**config.mk**
```make
export PLATFORM = sky130hd
export DESIGN_NAME = uart_tx_serializer_flat
export DESIGN_NICKNAME = d
export VERILOG_FILES = /design/src/rtl/uart_tx_serializer_if.sv /design/src/rtl/uart_tx_serializer.sv /design/src/flat_wrapper.sv
export SDC_FILE = /design/constraint.sdc
export NUM_CORES = 1
export LEC_CHECK = 0
export BUFFER_PORTS_ARGS = -buffer_cell sky130_fd_sc_hd__buf_2
export CORE_MARGIN = 2
export CORE_UTILIZATION = 42
export DETAILED_ROUTE_END_ITERATION = 10
export PLACE_DENSITY = 0.73
export RECOVER_POWER = 100
export SYNTH_ARGS = -nofsm -noshare
export SYNTH_HDL_FRONTEND = slang
export SYNTH_SLANG_ARGS = --single-unit
```
**constraint.sdc**
```tcl
create_clock -name Clk -period 2.46 [get_ports Clk]
set_input_delay 0.123 -clock Clk [delete_from_list [all_inputs] [get_ports Clk]]
set_output_delay 0.123 -clock Clk [all_outputs]
set_load 0.01 [all_outputs]
```
**src/rtl/uart_tx_serializer_if.sv**
```systemverilog
// FIFO read-side bundle between the TX FIFO and the UART serializer.
// master: the serializer (consumer) that issues pops.
// slave:  the FIFO that supplies the status flags and the read data.
interface uart_tx_serializer_if;
    logic [3:0] Fifo_Status;  // bit0 Empty, bit1 Full, bit2 AFull, bit3 AEmpty
    logic [7:0] Fifo_Data;    // valid one cycle after Fifo_Read
    logic       Fifo_Read;    // one-cycle pop strobe

    modport master (input Fifo_Status, input Fifo_Data, output Fifo_Read);
    modport slave  (output Fifo_Status, output Fifo_Data, input Fifo_Read);
endinterface

```
**src/rtl/uart_tx_serializer.sv**
```systemverilog
// UART transmit serializer: pops bytes from the TX FIFO and shifts them out
// LSB first as 8N1 or 8N2. The baud counter restarts in LOAD, so every frame
// is phase-aligned to the pop rather than to a free-running divider.
module uart_tx_serializer #(
    parameter int Clks_Per_Bit = 16,  // 2..65535
    parameter int Stop_Bits    = 1    // 1 or 2
) (
    input  logic                    Clk,
    input  logic                    Reset,
    input  logic                    Enable,
    uart_tx_serializer_if.master    fifo,
    output logic                    Tx,
    output logic                    Busy,
    output logic                    Tx_Done
);
    localparam int              CW        = (Clks_Per_Bit > 1) ? $clog2(Clks_Per_Bit) : 1;
    localparam logic [CW-1:0]   BAUD_LAST = CW'(Clks_Per_Bit - 1);
    localparam logic [2:0]      STOP_LAST = 3'(Stop_Bits - 1);

    typedef enum logic [2:0] {IDLE, FETCH, LOAD, START, DATA, STOP} state_e;

    state_e          state_q, state_d;
    logic [7:0]      shift_q, shift_d;
    logic [2:0]      bit_q, bit_d;     // data bit index in DATA, stop bit index in STOP
    logic [CW-1:0]   baud_q, baud_d;
    logic            tx_q, tx_d;
    logic            baud_last;
    logic            frame_go;
    logic            unused_status;

    assign baud_last     = (baud_q == BAUD_LAST);
    assign frame_go      = Enable && !fifo.Fifo_Status[0];
    assign unused_status = ^fifo.Fifo_Status[3:1];

    // State register; reset aborts any frame in flight and drops the line high
    always_ff @(posedge Clk or posedge Reset) begin
        if (Reset) begin
            state_q <= IDLE;
            shift_q <= '0;
            bit_q   <= '0;
            baud_q  <= '0;
            tx_q    <= 1'b1;
        end else begin
            state_q <= state_d;
            shift_q <= shift_d;
            bit_q   <= bit_d;
            baud_q  <= baud_d;
            tx_q    <= tx_d;
        end
    end

    // Next-state, datapath updates and the registered line level for the next cycle
    always_comb begin
        state_d = state_q;
        shift_d = shift_q;
        bit_d   = bit_q;
        baud_d  = baud_q;
        Tx_Done = 1'b0;
        case (state_q)
            IDLE:  if (frame_go) state_d = FETCH;
            FETCH: state_d = LOAD;
            LOAD: begin
                shift_d = fifo.Fifo_Data;
                baud_d  = '0;
                state_d = START;
            end
            START: begin
                baud_d = baud_q + CW'(1);
                if (baud_last) begin
                    baud_d  = '0;
                    bit_d   = '0;
                    state_d = DATA;
                end
            end
            DATA: begin
                baud_d = baud_q + CW'(1);
                if (baud_last) begin
                    baud_d  = '0;
                    shift_d = {1'b0, shift_q[7:1]};
                    bit_d   = bit_q + 3'd1;
                    if (bit_q == 3'd7) begin
                        bit_d   = '0;
                        state_d = STOP;
                    end
                end
            end
            STOP: begin
                baud_d = baud_q + CW'(1);
                if (baud_last) begin
                    baud_d = '0;
                    if (bit_q == STOP_LAST) begin
                        Tx_Done = 1'b1;
                        bit_d   = '0;
                        state_d = frame_go ? FETCH : IDLE;
                    end else begin
                        bit_d = bit_q + 3'd1;
                    end
                end
            end
            default: state_d = IDLE;
        endcase

        // Line level follows the state being entered so Tx comes straight off a flop
        case (state_d)
            START:   tx_d = 1'b0;
            DATA:    tx_d = shift_d[0];
            default: tx_d = 1'b1;
        endcase
    end

    assign Tx             = tx_q;
    assign Busy           = (state_q != IDLE);
    assign fifo.Fifo_Read = (state_q == FETCH);
endmodule
```
**src/flat_wrapper.sv**
```systemverilog
// flat-port wrapper written by rule: the top's interface ports become plain ports
module uart_tx_serializer_flat 
#(
    parameter int Clks_Per_Bit = 16,             
    parameter int Stop_Bits    = 1             
)
  (Clk, Reset, Enable, Tx, Busy, Tx_Done, fifo_Fifo_Status, fifo_Fifo_Data, fifo_Fifo_Read);
  uart_tx_serializer_if fifo_i ();
  input  logic Clk;
  input  logic Reset;
  input  logic Enable;
  output logic Tx;
  output logic Busy;
  output logic Tx_Done;
  input wire logic [$bits(fifo_i.Fifo_Status)-1:0] fifo_Fifo_Status;
  input wire logic [$bits(fifo_i.Fifo_Data)-1:0] fifo_Fifo_Data;
  output wire logic [$bits(fifo_i.Fifo_Read)-1:0] fifo_Fifo_Read;
  assign fifo_i.Fifo_Status = fifo_Fifo_Status;
  assign fifo_i.Fifo_Data = fifo_Fifo_Data;
  assign fifo_Fifo_Read = fifo_i.Fifo_Read;
  uart_tx_serializer #(.Clks_Per_Bit(Clks_Per_Bit), .Stop_Bits(Stop_Bits)) u_core (.Clk(Clk), .Reset(Reset), .Enable(Enable), .fifo(fifo_i), .Tx(Tx), .Busy(Busy), .Tx_Done(Tx_Done));
endmodule
```
== Word level (Yosys, flattened, before mapping) ==
Index checks and enable logic that the tools add are counted.

* $add $sub $neg: 2
* $mul: 0
* Div/mod/pow operators: 0
* Magnitude comparators: 0
* Equality and inequality tests: 12
* Shift-type cells: 0
* Mux-type cells: 22
* Bitwise logic cells: 0
* Reduce and logical (&&, ||, !) cells: 11

{| class="wikitable"
|+ Operators by type and width
! cell !! number
|-
| $mux W3 || 11
|-
| $pmux W3 S6 || 1
|-
| $pmux W8 S2 || 1
|-
| $eq A3 B3 Y1 const B || 4
|-
| $eq A3 B2 Y1 const B || 3
|-
| $pmux W3 S3 || 1
|-
| $mux W8 || 1
|-
| $pmux W4 S2 || 1
|-
| $logic_not A3 Y1 || 2
|-
| $ne A2 B1 Y1 const B || 3
|-
| $reduce_bool A3 Y1 || 2
|-
| $add A4 B1 Y4 const B || 1
|-
| $eq A4 B4 Y1 const B || 1
|-
| $mux W1 || 4
|-
| $mux W4 || 1
|-
| $reduce_and A4 Y1 || 1
|-
| $reduce_bool A2 Y1 || 2
|-
| $add A3 B1 Y3 const B || 1
|-
| $eq A3 B1 Y1 const B || 1
|-
| $reduce_or A3 Y1 || 1
|-
| $pmux W1 S2 || 1
|-
| $reduce_and A2 Y1 || 1
|-
| $logic_and A1 B1 Y1 || 1
|-
| $logic_not A1 Y1 || 1
|}

* Register bits: 19
* Bits in latches: 0
* Memory bits (writable): 0
* Bits in read-only memories: 0
* Output and inout port bits: 4
* Logic and storage cells: 53
* Memories kept: 0

== Logic depth before layout (Yosys ltp) ==
Gate-level depths: netlist of run 1.

* Word-level depth: 8
* Depth in mapped cells: 6
* Mapped depth without buffers: 6

== Least setup slack after synthesis of run 1 ==
No wires, ideal clock.

* Path kind: register to register
* Start point: register u_core.baud_q[0]
* End point: register u_core.tx_q, in the netlist u_core.Tx
* Arrival: 1538 ps
* Required time: 2377 ps
* Slack: 839 ps
* Stages on the path, launching flop included: 7
* Buffers on the path: 1
* Path through: dfrtp_1 > ha_1 > and3_1 > buf_6 > a31oi_2 > a221oi_2 > a41oi_1

* Word-level cells in the longest chain between the ends: 5

{| class="wikitable"
|+ RTL lines
! element !! line !! RTL
|-
| start, declared || uart_tx_serializer.sv:25 || <nowiki>logic [CW-1:0] baud_q, baud_d;</nowiki>
|-
| start signal, assigned || uart_tx_serializer.sv:47 || <nowiki>baud_q <= baud_d;</nowiki>
|-
| $eq A4 B4 Y1 (*) || uart_tx_serializer.sv:31 || <nowiki>assign baud_last = (baud_q == BAUD_LAST);</nowiki>
|-
| $mux W3, on equally long branches || uart_tx_serializer.sv:89, uart_tx_serializer.sv:69, uart_tx_serializer.sv:77 ||
|-
| $pmux W3 S6 || uart_tx_serializer.sv:59 || <nowiki>case (state_q)</nowiki>
|-
| $eq A3 B3 Y1 / $eq A3 B2 Y1 (equally long branches) || uart_tx_serializer.sv:104 || <nowiki>case (state_d)</nowiki>
|-
| $pmux W1 S2 (*) || uart_tx_serializer.sv:104 ||
|-
| named net u_core.tx_d || uart_tx_serializer.sv:26 || <nowiki>logic tx_q, tx_d;</nowiki>
|-
| end signal, assigned || uart_tx_serializer.sv:48 || <nowiki>tx_q <= tx_d;</nowiki>
|-
| end, declared || uart_tx_serializer.sv:26 ||
|}

The timed path passes the listed nets; every way through them passes the cells marked *. The select of a mux whose other input is x is not followed.
A chain may end at the register's enable or synchronous reset.

== Worst setup path after layout of run 1 ==
Ends and elaborated chain as after synthesis.

==> impl_summary.md, run 1 <==
Run status
The flow ran to the end, and the final reports show no timing, DRC or antenna violations.

Finish
The repair_antennas step left the layout with diodes totalling 0. The number of nets in the layout is 155. Once layout is done, the placed cells without fillers occupy 1190 sq um. The fraction of final layout cells sized beyond drive strength 1 is 14.1%.

The count of non-filler cells in the finished layout is 165. From synthesis to final layout, the design area changed by 9.08%.

Logic synthesis
The synthesis warning total is 0. The largest area contributor in the netlist is sky130_fd_sc_hd__dfrtp_1. The average cell area after synthesis is 9.00 sq um. Counting flops with an async set or reset pin after synthesis yields a share of 100%. The flip-flop and latch count after synthesis is 19. The distinct cell type count of the synthesized netlist is 35. In this run the biggest area consumer among cell types represents 41.4% of the synthesized area. By count the netlist is led by sky130_fd_sc_hd__nand2_1, sky130_fd_sc_hd__dfrtp_1, sky130_fd_sc_hd__inv_1. The area of the mapped netlist is 1090 sq um.

The number of enable-type register cells in the synthesized netlist is 0. The number of instances in the synthesized netlist is 121. The fraction of the yosys area taken by sequential cells is 43.8%.

The most frequent cell after synthesis is sky130_fd_sc_hd__nand2_1. The number of nets handed over by synthesis was 140. By area the synthesized netlist is led by sky130_fd_sc_hd__dfrtp_1, sky130_fd_sc_hd__nand2_1, sky130_fd_sc_hd__ha_1. Among all flip-flop cells after synthesis, the most frequent one is sky130_fd_sc_hd__dfrtp_1.

Setup path
The buffers plus inverters on the worst setup path is 0. The worst register-to-register path ends at u_core.Tx. Along the worst path, the maximum fanout reaches 11. STA classifies the critical path startpoint as a flip-flop.

The setup path with the least slack is of type reg2reg. On the worst path, the slowest cell contributes a delay of 0.43 ns. Walking the worst path, the cells encountered are ha_1 > and3_1 > and3_1 > a221oi_1 > a41oi_1. The cell that appears most often on the critical path is sky130_fd_sc_hd__and3_1. The largest individual stage delay along the critical path comes from the cell sky130_fd_sc_hd__dfrtp_1. The nature of the critical path endpoint is a flip-flop.

The instance count on the critical path is 5. For the worst setup path, the data required time is 2.68 ns. The critical path ends at u_core.Tx. The worst flop-to-flop path startpoint is u_core.baud_q[0]. STA puts the critical path data arrival time at 2.22 ns.

The cell depth of the worst flop-to-flop path is 5. Grouping stages by cell kind, the critical path spends the most delay in simple AND/OR/NAND/NOR gates. The slack of the worst reg-to-reg path is 0.46 ns. The first element of the critical path is u_core.baud_q[0].

Timing
The number of max-slew violations in the final report is 0. Setup repair after global routing left no endpoint under its margin. In the finished design, the share of the clock period the worst path needs comes to 81.3%. The worst-case headroom to the max-slew limit is 51.1%. Based on the critical path, the design can be clocked at up to 500 MHz.

The post-route setup TNS is 0 ns. The count of endpoints failing setup in the final report is 0. For the finished layout, the period the worst path requires is 2.00 ns. The final number of hold-violating endpoints is 0. The final clock skew is 0.000630 ns. The transition time at the pin with the least slew margin is 0.732 ns.

Clocking
The cell at the root of the clock tree is sky130_fd_sc_hd__clkbuf_4. The number of buffers between clock root and the deepest sink is 2. The cts-stage hold buffer count is 1. The clock transition time at the flip-flop clock pins of the worst setup and hold paths is 0.11 ns. The number of CTS-inserted buffers is 3. Gates resized during post-CTS repair numbered 0. TritonCTS built the clock tree. In this run the number of H-tree levels came out at 1.

The setup fix buffers added after clock tree synthesis is 0. The number of sinks handled by clock tree synthesis is 19. The clock insertion delay at the later pin of the skew report is 0.30 ns.

Routing
Once detail routing completed, the nets flagged for antenna violations numbered 0. The number of vias after detailed routing is 959. In the final routed layout, each cell accounts on average for 13.4 um. After detailed routing, the number of vias per cell comes to 5.81. The DRC marker count from the first detailed-route iteration is 26. The overall routed net length is 2210 um. The DRC violation count after routing is 0. The iteration count of the initial detailed-routing pass is 4.

Floorplanning
The die covers 3020 sq um. The number of top-level pins is 19. Row generation in the floorplan step produced 18 rows. The die is 54.9 um wide. The initial utilization of the core area, before any placement, comes to 43.9%. The area of the core is 2480 sq um.

Measured along the y axis, the die boundary spans 54.9 um.

Placed design
The placed standard-cell area is 1160 sq um. Summed over all nets, the half-perimeter wirelength after detailed placement is 1610 um. Including well taps, the total number of placed cells is 160. The number of input and output port buffers inserted is 15. The final RePlAce weighted congestion is 0.893.

Global routing
Global routing consumed, over all layers together, 16.7% of the routing resources. The wire length of the first global-routing pass is 3550 um. The number of global-route vias before repair came to 861. The total overflow reported by the global router is 0. The number of antenna violations at the first check in global routing is 0.

The maximum number of pins on one net before global-route repair is 20.

Power and ir drop
The total power divided by cell area is 425 nW/um^2. The standby leakage power is 0.533 nW. The peak supply drop is 0.277 mV.

Job
The tool flagged a number of max-cap violations equal to 0.

Hold path
The path class of the tightest hold or removal check is in2reg.
[metrics by stage]
step	utilization [%]	setup slack (ns)	hold slack, ns	power [mW]
2_1_floorplan	-	0.839	0.0734	0.341
3_3_place_gp	46.9	0.594	0.275	0.352
3_5_place_dp	46.9	0.537	0.279	0.354
4_1_cts	48.4	0.491	0.0347	0.517
5_1_grt	47.9	0.371	0.0269	0.534
6_report	47.9	0.460	0.0358	0.505
[cells by family (layout without fill, tap and decap cells)]
kind of cell / after synthesis / in the layout / share of synthesized area [%]
adder cells (fa/ha/maj): 4 / 4 / 4.60
AND/OR/NAND/NOR: 51 / 51 / 23.9
buffers and inverters: 14 / 28 / 6.44
flip-flops: 19 / 19 / 43.8
AO/OA/AOI/OAI: 33 / 33 / 21.3
[report_power, final]
group / total (mW) / leakage (nW) / internal (mW) / switching (mW)
clock network: 0.158 / 0.0177 / 0.0606 / 0.0971
logic: 0.0248 / 0.297 / 0.0119 / 0.0130
registers: 0.322 / 0.218 / 0.319 / 0.00300
[per-layer routing]
metal  global-route usage, %  part of all wire (%)
met4                    6.50                   1.1
met2                    29.4                    51
met1                    18.7                    44
met3                    5.11                   4.3
met5                       0                     0
[state kept, by name (all words and copies together), names as in the netlist]
register and flops:
u_core.Tx 1, u_core.shift_q 8, u_core.baud_q 4, u_core.state_q 3, u_core.bit_q 3
[cell usage in the layout, fill, tap and decap left out, types with 2 or more instances in the layout]
cell type and n:
sky130_fd_sc_hd__nand2_1 22, sky130_fd_sc_hd__dfrtp_1 18, sky130_fd_sc_hd__buf_2 11, sky130_fd_sc_hd__inv_1 8, sky130_fd_sc_hd__a21oi_1 7, sky130_fd_sc_hd__o21ai_0 7, sky130_fd_sc_hd__a22oi_1 6, sky130_fd_sc_hd__nor2_1 5
sky130_fd_sc_hd__nand2b_1 5, sky130_fd_sc_hd__nand3_1 5, sky130_fd_sc_hd__ha_1 4, sky130_fd_sc_hd__clkbuf_1 4, sky130_fd_sc_hd__nor2b_1 3, sky130_fd_sc_hd__o21a_1 3, sky130_fd_sc_hd__a221oi_1 3, sky130_fd_sc_hd__clkbuf_4 3
sky130_fd_sc_hd__and3_1 2, sky130_fd_sc_hd__nand4_1 2
[worst reg2reg max path, delay by kind of cell, from the launching register on]
kind / cells / cell delay (ns)
AO/OA/AOI/OAI: 2 / 0.57
AND/OR/NAND/NOR: 2 / 0.65
adder cells (fa/ha/maj): 1 / 0.26
flip-flops: 1 / 0.43
[layout make-up]
type                       instances  area [sq um]
inverter                           8          30.0
clock buffer                       3          22.5
timing repair buffer              16          80.1
tap                               30          37.5
multi-input combinational         88           536
fill                             259          1290
sequential                        19           477
clock inverter                     1          5.00
[worst min path at each step]
stage | from | slack (ns) | cells after the start | end
floorplan | Reset | 0.07 | 1 | u_core.baud_q[0]
global placement | Reset | 0.28 | 2 | u_core.baud_q[0]
detailed placement | Reset | 0.28 | 2 | u_core.baud_q[0]
CTS | fifo_Fifo_Data[3] | 0.03 | 3 | u_core.shift_q[3]
global route | fifo_Fifo_Data[5] | 0.03 | 3 | u_core.shift_q[5]
finish | fifo_Fifo_Data[7] | 0.04 | 3 | u_core.shift_q[7]
(Power assumes the default switching activity.)
==> run 2, diff against run 1 <==
--- a/config.mk
+++ b/config.mk
@@ -5,6 +5,7 @@
 export SDC_FILE = /design/constraint.sdc
 export NUM_CORES = 1
 export LEC_CHECK = 0
+export ABC_AREA = 1
 export BUFFER_PORTS_ARGS = -buffer_cell sky130_fd_sc_hd__buf_2
 export CORE_MARGIN = 2
 export CORE_UTILIZATION = 42
==> constraint.sdc (replaced) <==
create_clock -name Clk -period 2 [get_ports Clk]
set_input_delay 0.1 -clock Clk [delete_from_list [all_inputs] [get_ports Clk]]
set_output_delay 0.1 -clock Clk [all_outputs]
set_load 0.01 [all_outputs]
==> run 2 against run 1 <==
  * Combinational power rose by 20%
  * Final cell count rose by 8.5%
  * Non-clock buffer count did not move
  * Critical path depth increased by 2
  * Worst hold slack lost 0.017 ns
  * Clock skew rose by 0.012 ns
  * Synthesized cell count rose by 6.6%
==> impl_summary.md, run 2 <==
Logic synthesis
The number of nets in the synthesized netlist is 148. During synthesis, Yosys emitted a total of 0 warnings. Of all cell types, the one taking the most synthesized area is sky130_fd_sc_hd__dfrtp_1. Of all flip-flops after synthesis, the portion carrying an async set or reset was 100%. Yosys instantiated no cell more often than sky130_fd_sc_hd__nand2_1.

The fraction of the yosys area taken by sequential cells is 44.3%. The most used flip-flop cell after synthesis is sky130_fd_sc_hd__dfrtp_1. The area of the mapped netlist is 1080 sq um. The area share of the largest cell type after synthesis is 41.9%. Sorting the synthesized cells by area gives the leading types as sky130_fd_sc_hd__dfrtp_1, sky130_fd_sc_hd__nand2_1, sky130_fd_sc_hd__nand3_1. The number of instances in the synthesized netlist is 129.

Counting flops with a built-in enable in the synthesized netlist gives 0. The synthesized design contains 19 register bits. By count the netlist is led by sky130_fd_sc_hd__nand2_1, sky130_fd_sc_hd__dfrtp_1, sky130_fd_sc_hd__inv_1.

After synthesis, the mean cell area works out to 8.34 sq um. The number of different library cells used by synthesis comes to 26.

Routing
The iteration count of the initial detailed-routing pass is 4. The remaining antenna violation count after routing is 0. Using the TritonRoute via totals, the vias-per-cell ratio works out to 4.92. Dividing the detail-routed wire length by the instance count gives 10.8 um. The overall routed net length is 1940 um. The DRC violation count after routing is 0. The DRC marker count from the first detailed-route iteration is 17. The number of vias after detailed routing is 880.

Finish
In the final layout, the registers with the most flip-flops are u_core.shift_q x8, u_core.baud_q x4. The post-route netlist has 20.1% of its cells at a drive strength greater than 1. The count of non-filler cells in the finished layout is 179. The antenna diode instance count is 0.

The number of nets in the layout is 169. The commonest non-fill, non-tap cell in the layout is sky130_fd_sc_hd__nand2_1. More flip-flops sit in one register than any other, and that register is u_core.shift_q. The layout-stage area growth over the synthesis result is 10.8%. The register with the most flip-flops in the layout has 8 of them. The fill cell instance count of the final layout is 245. Leaving out fill and tap cells, the most frequent cells in the layout are sky130_fd_sc_hd__nand2_1, sky130_fd_sc_hd__dfrtp_1, sky130_fd_sc_hd__inv_1.

Timing
The count of endpoints failing setup in the final report is 0. Static timing analysis puts the maximum clock frequency at 601 MHz. Headroom to the max-slew limit came out at 52.2%. The period utilization is 83.2%. The smallest clock period supported by the final layout is computed as 1.66 ns. The final number of hold-violating endpoints is 0. Setup repair after global routing left no endpoint under its margin. The final worst setup slack is 0.335 ns. The clock arrives with 0.0122 ns of skew.

The number of max-slew violations in the final report is 0. The transition time at the pin with the least slew margin is 0.716 ns. Setup total negative slack on the finished layout was measured at 0 ns.

Clocking
The clock insertion delay at the later pin of the skew report is 0.30 ns. After clock tree synthesis, the setup repair step added 0 buffers. The TritonCTS clock tree is built. The clock passes through at most 2 buffers. The clock transition time at the flip-flop clock pins of the worst setup and hold paths is 0.11 ns. Buffers inserted to repair hold after CTS numbered 1.

In this run the number of H-tree levels came out at 1. The cell at the root of the clock tree is sky130_fd_sc_hd__clkbuf_4. The number of CTS-inserted buffers is 3.

The number of sinks handled by clock tree synthesis is 19. The post-cts resize count is 0.

Floorplanning
The initialized floorplan defines 18 standard-cell rows. In this run the standard cell core region covers 2450 sq um. The die covers 2980 sq um. Measured along the y axis, the die boundary spans 54.6 um. The die span in x is 54.6 um. The initial core utilization is 43.8%. The number of top-level pins is 19.

Setup path
The number of buffers and inverters on the critical path is 0. In this run the critical register-to-register path is captured at u_core.Tx. Data on the critical path is required at its endpoint by 2.24 ns. Broken down by cell family, the worst path's largest delay share belongs to simple AND/OR/NAND/NOR gates. The startpoint class of the critical path is a flip-flop. The nature of the critical path endpoint is a flip-flop.

The cell depth of the worst flop-to-flop path is 7. The maximum fanout encountered on the critical timing path is 10. The instance count on the critical path is 7. By instance count, the cell type seen most on the critical path is sky130_fd_sc_hd__nand2_1. The startpoint identified for the worst register-to-register timing path is u_core.baud_q[0]. The first element of the critical path is u_core.baud_q[0]. The largest single stage delay on the critical path is 0.44 ns. The master of the slowest instance on the critical path is sky130_fd_sc_hd__nor2_2. The slack of the worst reg-to-reg path is 0.34 ns. By startpoint and endpoint, the worst setup path is classified as reg2reg.

Traced cell by cell, the critical path runs through ha_1 > nand3_4 > nor2_2 > a21oi_1 > nand4_1 > nand2_1 > nand2_1. The critical path arrival is 1.91 ns. The endpoint of the worst setup timing path is u_core.Tx.

Power and ir drop
Of the total power, the share spent switching nets is 22.6%. The total power divided by cell area is 525 nW/um^2. The switching power is 141 uW. Internal power comes to 484 uW. In this run, flip-flops and latches consume 63.4% of the power. The peak supply drop is 0.366 mV. The clock network accounts for 31.8% of the total power. The total power draw is 626 uW. The standby leakage power is 0.637 nW. The share of total power in combinational logic is 4.8%.

Run status
The run finished with clean final reports.

Placed design
Routability-driven placement finished with a final weighted congestion of 0.819. The total placed cells including tap cells is 174. The number of input and output port buffers inserted is 15.

The setup slack after placement is 0.564 ns. The wire-length estimate of the detail-placed layout is 1460 um.

Hold path
The path class of the lowest-slack min-delay path is in2reg. The startpoint identified for the worst hold timing path is fifo_Fifo_Data[7].

Global routing
The number of antenna violations at the first check in global routing is 0. The global-route total usage across every layer is 15.6%. The maximum number of pins on one net before global-route repair is 20. The first global-routing pass estimated 3310 um of wire. The number of global-route vias before repair was 818. The total overflow reported by the global router is 0.

Job
The number of violations of the max-capacitance limit is 0.
==> run 2: changes by cell type after synthesis, moves of 3 or more <==
cell,change
sky130_fd_sc_hd__nand2_1,+12
sky130_fd_sc_hd__nand2b_1,-5
sky130_fd_sc_hd__inv_1,+7
sky130_fd_sc_hd__o21a_1,-3
sky130_fd_sc_hd__a21oi_1,-5
sky130_fd_sc_hd__nor2b_1,-3
sky130_fd_sc_hd__nand3_1,+7
sky130_fd_sc_hd__inv_2,+5
sky130_fd_sc_hd__nand2_2,+4
==> run 2: worst min path at each step <==
stage	endpoint	slack (ns)	cells after the start
detailed placement	u_core.shift_q[5]	0.25	2
floorplan	u_core.baud_q[0]	0.05	1
global route	u_core.shift_q[7]	0.01	2
global placement	u_core.shift_q[6]	0.24	2
CTS	u_core.shift_q[7]	0.01	2
finish	u_core.shift_q[7]	0.02	2
==> run 2: cells by family (layout without fill, tap and decap cells) <==
group,after synthesis,after routing,share of synthesized area (%)
simple gates,66,66,31.6
buf+inv,20,40,6.98
flops,19,19,44.3
compound gates,18,18,10.8
fa+ha+maj,4,4,4.65
xor+xnor,2,2,1.63
==> run 2: power by group through the flow <==
stage | sequential [mW] | combinational [mW] | clock, mW
5_1_grt | 0.398 | 0.0351 | 0.223
6_report | 0.397 | 0.0298 | 0.199
3_5_place_dp | 0.404 | 0.0294 | 0
2_1_floorplan | 0.404 | 0.0140 | 0
3_3_place_gp | 0.404 | 0.0285 | 0
4_1_cts | 0.397 | 0.0308 | 0.207
==> run 2: per-stage QoR <==
step	utilization, %	hold WS [ns]	area, sq um
after detailed placement	48.4	0.251	1190
after floorplan	-	0.0504	1080
after global routing	48.6	0.0147	1190
after global placement	48.4	0.237	1190
after CTS	49.9	0.0114	1220
final	48.6	0.0185	1190
==> run 2: cell type report <==
class	instances	area [sq um]	share of cell area [%]
tap	30	37.5	3.15
multi-input combinational	90	494	41.4
timing repair buffer	16	82.6	6.93
clock buffer	4	26.3	2.20
inverter	20	75.1	6.30
sequential	19	477	40.0
==> run 2: layer usage <==
metal	GRT usage [%]	vias up	wire, um
met5	0	-	0
li1	-	458	-
met3	4.92	4	91
met1	19.8	401	955
met4	6.67	0	20
met2	24.4	17	873
